`src/rtl/memory_address_queue_unit.sv`:
```
// Effective-address unit (base+offset) feeding a DEPTH-entry FIFO toward the load/store buffer.
// Latency: an accepted entry reaches the head one cycle later; there is no same-cycle bypass.
// Backpressure: accept drops only when the FIFO is full and the head is not leaving; flush blocks issue.
// Optional per-entry alignment flag is built when MISALIGN_CHECK_EN is defined; otherwise misaligned is tied to 0.
module memory_address_queue_unit #(
  parameter int XLEN      = 32,
  parameter int TAG_WIDTH = 5,
  parameter int DEPTH     = 4
) (
  input  logic                       clk,
  input  logic                       reset_n,
  input  logic                       flush,
  input  logic [XLEN-1:0]            base,
  input  logic [XLEN-1:0]            offset,
  input  logic [TAG_WIDTH-1:0]       tag_in,
  input  logic [1:0]                 size_in,
  input  logic                       ready_to_execute,
  output logic                       accept,
  output logic [XLEN-1:0]            result,
  output logic [TAG_WIDTH-1:0]       tag_out,
  output logic [1:0]                 size_out,
  output logic                       misaligned,
  output logic                       write_to_buffer,
  input  logic                       buffer_ready,
  output logic [$clog2(DEPTH+1)-1:0] count
);

  localparam int PTR_W = $clog2(DEPTH);
  localparam int CNT_W = $clog2(DEPTH+1);

  logic [XLEN-1:0]      addr_q [DEPTH];
  logic [XLEN-1:0]      addr_d [DEPTH];
  logic [TAG_WIDTH-1:0] tag_q  [DEPTH];
  logic [TAG_WIDTH-1:0] tag_d  [DEPTH];
  logic [1:0]           size_q [DEPTH];
  logic [1:0]           size_d [DEPTH];
  logic [PTR_W-1:0]     rd_ptr_q, rd_ptr_d, wr_ptr_q, wr_ptr_d;
  logic [CNT_W-1:0]     count_q, count_d;

  logic [XLEN-1:0] eff_addr;
  logic            pop;
  logic            push;

  assign eff_addr        = base + offset;
  assign write_to_buffer = (count_q != '0);
  assign pop             = write_to_buffer & buffer_ready;
  assign accept          = ready_to_execute & ~flush & ((count_q < CNT_W'(DEPTH)) | pop);
  assign push            = accept;

  assign result   = addr_q[rd_ptr_q];
  assign tag_out  = tag_q[rd_ptr_q];
  assign size_out = size_q[rd_ptr_q];
  assign count    = count_q;

`ifdef MISALIGN_CHECK_EN
  logic mis_q [DEPTH];
  logic mis_d [DEPTH];
  logic mis_new;

  // Alignment rule per access size; the reserved encoding is always flagged.
  always_comb begin
    mis_new = 1'b0;
    case (size_in)
      2'b00:   mis_new = 1'b0;
      2'b01:   mis_new = eff_addr[0];
      2'b10:   mis_new = |eff_addr[1:0];
      default: mis_new = 1'b1;
    endcase
  end

  // Capture the flag alongside the address in the push cycle.
  always_comb begin
    mis_d = mis_q;
    if (push) mis_d[wr_ptr_q] = mis_new;
  end

  // Flag storage register.
  always_ff @(posedge clk or negedge reset_n) begin
    if (!reset_n) begin
      for (int i = 0; i < DEPTH; i++) mis_q[i] <= 1'b0;
    end else begin
      mis_q <= mis_d;
    end
  end

  assign misaligned = mis_q[rd_ptr_q];
`else
  assign misaligned = 1'b0;
`endif

  // Write the freshly computed entry at the tail on push; storage survives flush as stale data.
  always_comb begin
    addr_d = addr_q;
    tag_d  = tag_q;
    size_d = size_q;
    if (push) begin
      addr_d[wr_ptr_q] = eff_addr;
      tag_d[wr_ptr_q]  = tag_in;
      size_d[wr_ptr_q] = size_in;
    end
  end

  // Pointer and occupancy update; flush empties the queue and wins over push/pop.
  always_comb begin
    rd_ptr_d = rd_ptr_q;
    wr_ptr_d = wr_ptr_q;
    count_d  = count_q;
    if (flush) begin
      rd_ptr_d = '0;
      wr_ptr_d = '0;
      count_d  = '0;
    end else begin
      if (push) wr_ptr_d = wr_ptr_q + PTR_W'(1);
      if (pop)  rd_ptr_d = rd_ptr_q + PTR_W'(1);
      if (push && !pop)      count_d = count_q + CNT_W'(1);
      else if (pop && !push) count_d = count_q - CNT_W'(1);
    end
  end

  // State registers; reset clears everything so head outputs read zero immediately.
  always_ff @(posedge clk or negedge reset_n) begin
    if (!reset_n) begin
      rd_ptr_q <= '0;
      wr_ptr_q <= '0;
      count_q  <= '0;
      for (int i = 0; i < DEPTH; i++) begin
        addr_q[i] <= '0;
        tag_q[i]  <= '0;
        size_q[i] <= '0;
      end
    end else begin
      rd_ptr_q <= rd_ptr_d;
      wr_ptr_q <= wr_ptr_d;
      count_q  <= count_d;
      addr_q   <= addr_d;
      tag_q    <= tag_d;
      size_q   <= size_d;
    end
  end

endmodule

```
`config.mk`:
```
export PLATFORM = sky130hd
export DESIGN_NAME = memory_address_queue_unit
export DESIGN_NICKNAME = d
export VERILOG_FILES = /design/src/rtl/memory_address_queue_unit.sv
export SDC_FILE = /design/constraint.sdc
export NUM_CORES = 1
export LEC_CHECK = 0
export CORE_ASPECT_RATIO = 1.1
export CORE_MARGIN = 4
export CORE_UTILIZATION = 47
export DETAILED_ROUTE_END_ITERATION = 10
export GPL_TIMING_DRIVEN = 0
export PLACE_DENSITY_LB_ADDON = 0.25
export SLEW_MARGIN = 20
export SYNTH_ARGS = -nofsm -noshare
export SYNTH_HDL_FRONTEND = slang
export SYNTH_SLANG_ARGS = --single-unit
```
`constraint.sdc`:
```
create_clock -name clk -period 2.94 [get_ports clk]
set_input_delay 0.735 -clock clk [delete_from_list [all_inputs] [get_ports clk]]
set_output_delay 0.735 -clock clk [all_outputs]
set_load 0.02 [all_outputs]
```
; Yosys cells after proc, flatten, opt, wreduce, memory -nomap -nowiden
; Index checks and enable logic that the tools add are counted.
[classes]
reduce_logical = 9
bitwise_logic = 7
mux = 25
magnitude_cmp = 4
addsub = 5
[op_table]
columns = operator, n
row1 = bitwise mux 128 bit, 1
row2 = 2-to-1 mux 32 bit, 3
row3 = binary-select mux 32 bit (select 2 bit), 1
row4 = demux 32 bit (select 2 bit), 1
row5 = adder 32 bit, 1
row6 = bitwise mux 20 bit, 1
row7 = 2-to-1 mux 5 bit, 3
row8 = 2-to-1 mux 2 bit, 7
row9 = binary-select mux 5 bit (select 2 bit), 1
row10 = demux 5 bit (select 2 bit), 1
row11 = 2-to-1 mux 3 bit, 3
row12 = bitwise mux 8 bit, 1
row13 = >= comparator 3 bit (second input constant), 2
row14 = inverter 2 -> 3 bit, 2
row15 = nonzero test 3 bit, 2
row16 = adder 2 x 1 -> 2 bit (second input constant), 2
row17 = binary-select mux 2 bit (select 2 bit), 1
row18 = demux 2 bit (select 2 bit), 1
row19 = nonzero test 2 bit, 2
row20 = adder 3 x 1 -> 3 bit (second input constant), 1
row21 = AND 1 bit, 3
row22 = logical AND 1 bit, 3
row23 = less-than comparator 3 x 1 -> 1 bit (second input constant), 1
row24 = less-than comparator 3 bit (second input constant), 1
row25 = 4 further kinds, 5
[word_totals]
inputBits = 76
reg_bits = 163
output_inout_bits = 45

; Logic depth before layout (Yosys ltp)
[depth]
word_depth = 9
depth_mapped = 11
mapped_depth_nobuf = 11

; Worst setup path before layout
; OpenSTA, ideal clock, no wires.
[synth_timing]
kind = input to register
startpoint = in offset[0]
endpoint = reg addr_q[28] (netlist name)
setup_time_ns = 0.127
t_arrival_ns = 3.115
slack_ns = -0.303
path_buffers = 0
stages = 11
cell_sequence = ha_1 -> fa_1 -> a21o_1 -> a22o_1 -> o31ai_4 -> o21ai_2 -> a311oi_2 -> o21ai_1 -> a21oi_1 -> xnor2_1 -> mux2_1
[synth_between]
elab_chain_len = 2
[synth_rtl]
columns = element, line_no
row1 = from (decl), 14  ; input logic [XLEN-1:0] offset,
row2 = adder 32 bit, 44  ; assign eff_addr = base + offset;
row3 = bitwise mux 128 bit, 97  ; addr_d[wr_ptr_q] = eff_addr;
row4 = to (signal assigned), 135  ; addr_q <= addr_d;
row5 = to (decl), 31  ; logic [XLEN-1:0] addr_q [DEPTH];
; No other way between the ends.
; A chain may end at the register's enable or synchronous reset.

; Final worst setup path
[layout_timing]
startpoint = in offset[9]
endpoint = reg addr_q[28] (netlist name)
; The elaborated chain is that of the path after synthesis.

==> results.cfg <==
[drt]
dr_wl_met2_microns = 10900
wl_met3_microns = 805
drt-total-wl_microns = 21500
wl_per_cell_microns = 19.5
drt_pass1_iterations = 4
drtIter0Drc = 338
vias = 6216
drc_errors = 0
viasPerCell = 5.65
wl_met1_microns = 9240
ant_nets = 0
top_layer = met4

[grt]
gr-usage-all-layers_pct = 20.6
grt_max_degree = 85
grt.overflow.total = 0
grt_pass1_wl_microns = 34400
grt_antenna_before_repair = 0
grt_pass1_vias = 6710

[worst_setup_path]
reg2reg_slack_ps = 540
cp_max_fo = 5
crit_required_ps = 3240
worst_path_max_delay_cell = clkdlybuf4s50_1
critical_path_class = in2reg
crit_path_cell_trace = clkdlybuf4s50_1, ha_4, a21oi_2, nand2_2, o31ai_4, buf_6, o21ai_4, a311oi_2, o21ai_1, a21oi_2, xnor2_2, mux2_4
worstPathArrival_ps = 3320
start_kind = primary input
crit_top_cell = a21oi_2
r2r_end = addr_q[26]$_DFFE_PN0P_
cp-end-kind = flip-flop
reg2reg_depth = 7
r2r_start = count[2]$_DFFE_PN0P_
crit_path_start = offset[9]
max_stage_delay_ps = 510

[logic_synthesis]
synth.cell_area_sq_um = 8750
ys_async_sr_fraction_pct = 100
synth_top_area_share_pct = 46.6
ys.flop_type = dfrtp_1
synth_cell_type_count = 57
synth_nets = 806
synth-seq-area-share_pct = 46.6
synthTopCellsByArea = dfrtp_1, mux2_2, mux4_2
avgSynthCellArea_sq_um = 12.6
synthCells = 693
yosysWarnings = 0
synth_edf_count = 0
synth_seq_cells = 163
synth.largest_area_cell = dfrtp_1

[timing]
worst_slew_pin_slew_ps = 778
slew_viol_final = 0
hold_violations = 0
relSlewSlack_pct = 48.2
setup_ws_ps = -80.0
rsz0062_at_grt = true
whs_ps = 291
max_freq_mhz = 331
setup_viol_count_final = 9
clock_skew_ps = 6.96
fin_crit_sh_pct = 103
min_period_ps = 3020

[place]
place_ws_ps = -1040
routabilityCongestion = 0.850
portBuffers = 118
dp_hpwl_microns = 14800

[floorplanning]
std_cell_rows = 52
dieArea_sq_um = 20900
start_util_pct = 47.7
boundaryPins = 121
core-area_sq_um = 18300
die_h_microns = 151
die_x_microns = 138

[final_layout]
layout_common_cells = dfrtp_1, mux2_2, clkdlybuf4s50_1, nand2_1, dlygate4sd2_1
nFillCells = 1442
diodes = 0
regArea_sq_um = 4080
final_util_pct = 62.9
nets = 960
layout_commonest_cell = dfrtp_1
syn_to_final_growth_pct = 32.0
drive_above_1_share_pct = 37.4
multi_input_area_sq_um = 5040

[clock_tree]
clock-root-buffer = clkbuf_16
cts_tree = yes
cts-htree-levels = 4
clock_latency_ps = 420
cts_max_path_buffers = 2
clock_sinks = 163
clk_pin_slew_ps = 60
numCtsBuffers = 17

[status]
outcome = complete, but fails checks
violations = setup timing

[power_and_ir_drop]
powerDensity_nw_per_um2 = 842
ir_drop_mv = 0.485
leakage_nw = 5.19
power_mw = 9.72

[min_path]
min_path_type = in2async

[job]
max_cap_viol_count = 0
[routing by layer]
| metal | vias to the layer above | global-route usage (%) |
|---|---|---|
| met4 | 0 | 7.56 |
| met2 | 154 | 35.5 |
| met1 | 3169 | 26.2 |
| met3 | 38 | 4.01 |
| met5 | - | 0 |
| li1 | 2855 | - |
[cell families after synthesis]
kind of cell | synth area share, %
multiplexers | 27.6
adder cells (fa/ha/maj) | 5.46
buffers and inverters | 2.29
other | 0.0429
flip-flops | 46.6
XOR/XNOR | 3.10
AO/OA/AOI/OAI | 9.38
AND/OR/NAND/NOR | 5.48
[state kept, by name, summed over array words and instances, names as in the netlist]
signal and flops:
addr_q 128, count 3, rd_ptr_q 2, size_q 8, tag_q 20, wr_ptr_q 2
[power breakdown]
| part | internal [mW] | leakage, nW | switching, mW |
|---|---|---|---|
| registers | 3.20 | 2.05 | 0.487 |
| clock network | 1.15 | 0.259 | 0.825 |
| logic | 2.16 | 2.88 | 1.90 |
| total | 6.51 | 5.19 | 3.21 |
[critical path: cells and delay by family]
kind                     cells  cell delay (ps)
multiplexers                 1              290
buffers and inverters        2              670
AND/OR/NAND/NOR              1               90
AO/OA/AOI/OAI                6             1180
adder cells (fa/ha/maj)      1              230
XOR/XNOR                     1              130
[repair_timing]
item                                    in CTS  in global routing
resized for setup                          148                 64
buffers inserted                            20                  7
hold buffers                                 0                  0
gates cloned                                 0                  0
pin swaps                                   31                 30
endpoints found under the hold margin        0                  0
endpoints found under the setup margin     124                 66
[synthesized netlist by cell type (2+ instances only)]
library cell and number:
o21bai_1 3, nand4_1 3, a21oi_1 35, o21ai_0 35, or3_1 2, a31o_2 3, dfrtp_1 163, clkbuf_1 28
and3_1 5, a31oi_1 2, fa_1 2, mux2_2 131, nor3_1 2, and2_1 2, inv_1 11, buf_1 7
nand2b_1 4, o21ai_1 6, mux4_2 39, ha_1 35, a21o_1 19, nor2_1 29, nand3_1 6, nand2_1 50
xor2_1 15, a211oi_1 2, mux2i_1 5, xnor2_1 16, buf_2 4, nor2b_1 2
[final cells by class]
| cell class | instances | share of cell area (%) |
|---|---|---|
| multi-input combinational | 479 | 43.7 |
| sequential | 163 | 35.3 |
| timing repair buffer | 144 | 12.0 |
| clock buffer | 25 | 4.29 |
| tap | 243 | 2.63 |
| buffer | 31 | 1.46 |
| inverter | 11 | 0.358 |
| clock inverter | 5 | 0.238 |
[stage by stage]
step	cell area [sq um]	cells	TNS (ps)
floorplan	8770	693	-712
global placement	10300	1054	-884630
detailed placement	10300	1055	-89960
CTS	11200	1100	-1510
global route	11500	1101	-1410
finish	11500	1101	-383
[worst max-delay path by stage]
stage,slack (ps),cells past startpoint,endpoint
global route,-170,12,addr_q[124]$_DFFE_PN0P_
finish,-80,12,addr_q[28]$_DFFE_PN0P_
detailed placement,-1040,12,addr_q[124]$_DFFE_PN0P_
global placement,-4930,1,addr_q[37]$_DFFE_PN0P_
floorplan,-110,11,addr_q[28]$_DFFE_PN0P_
CTS,-160,11,addr_q[94]$_DFFE_PN0P_
No activity file was read; power rests on OpenSTA's default activity.
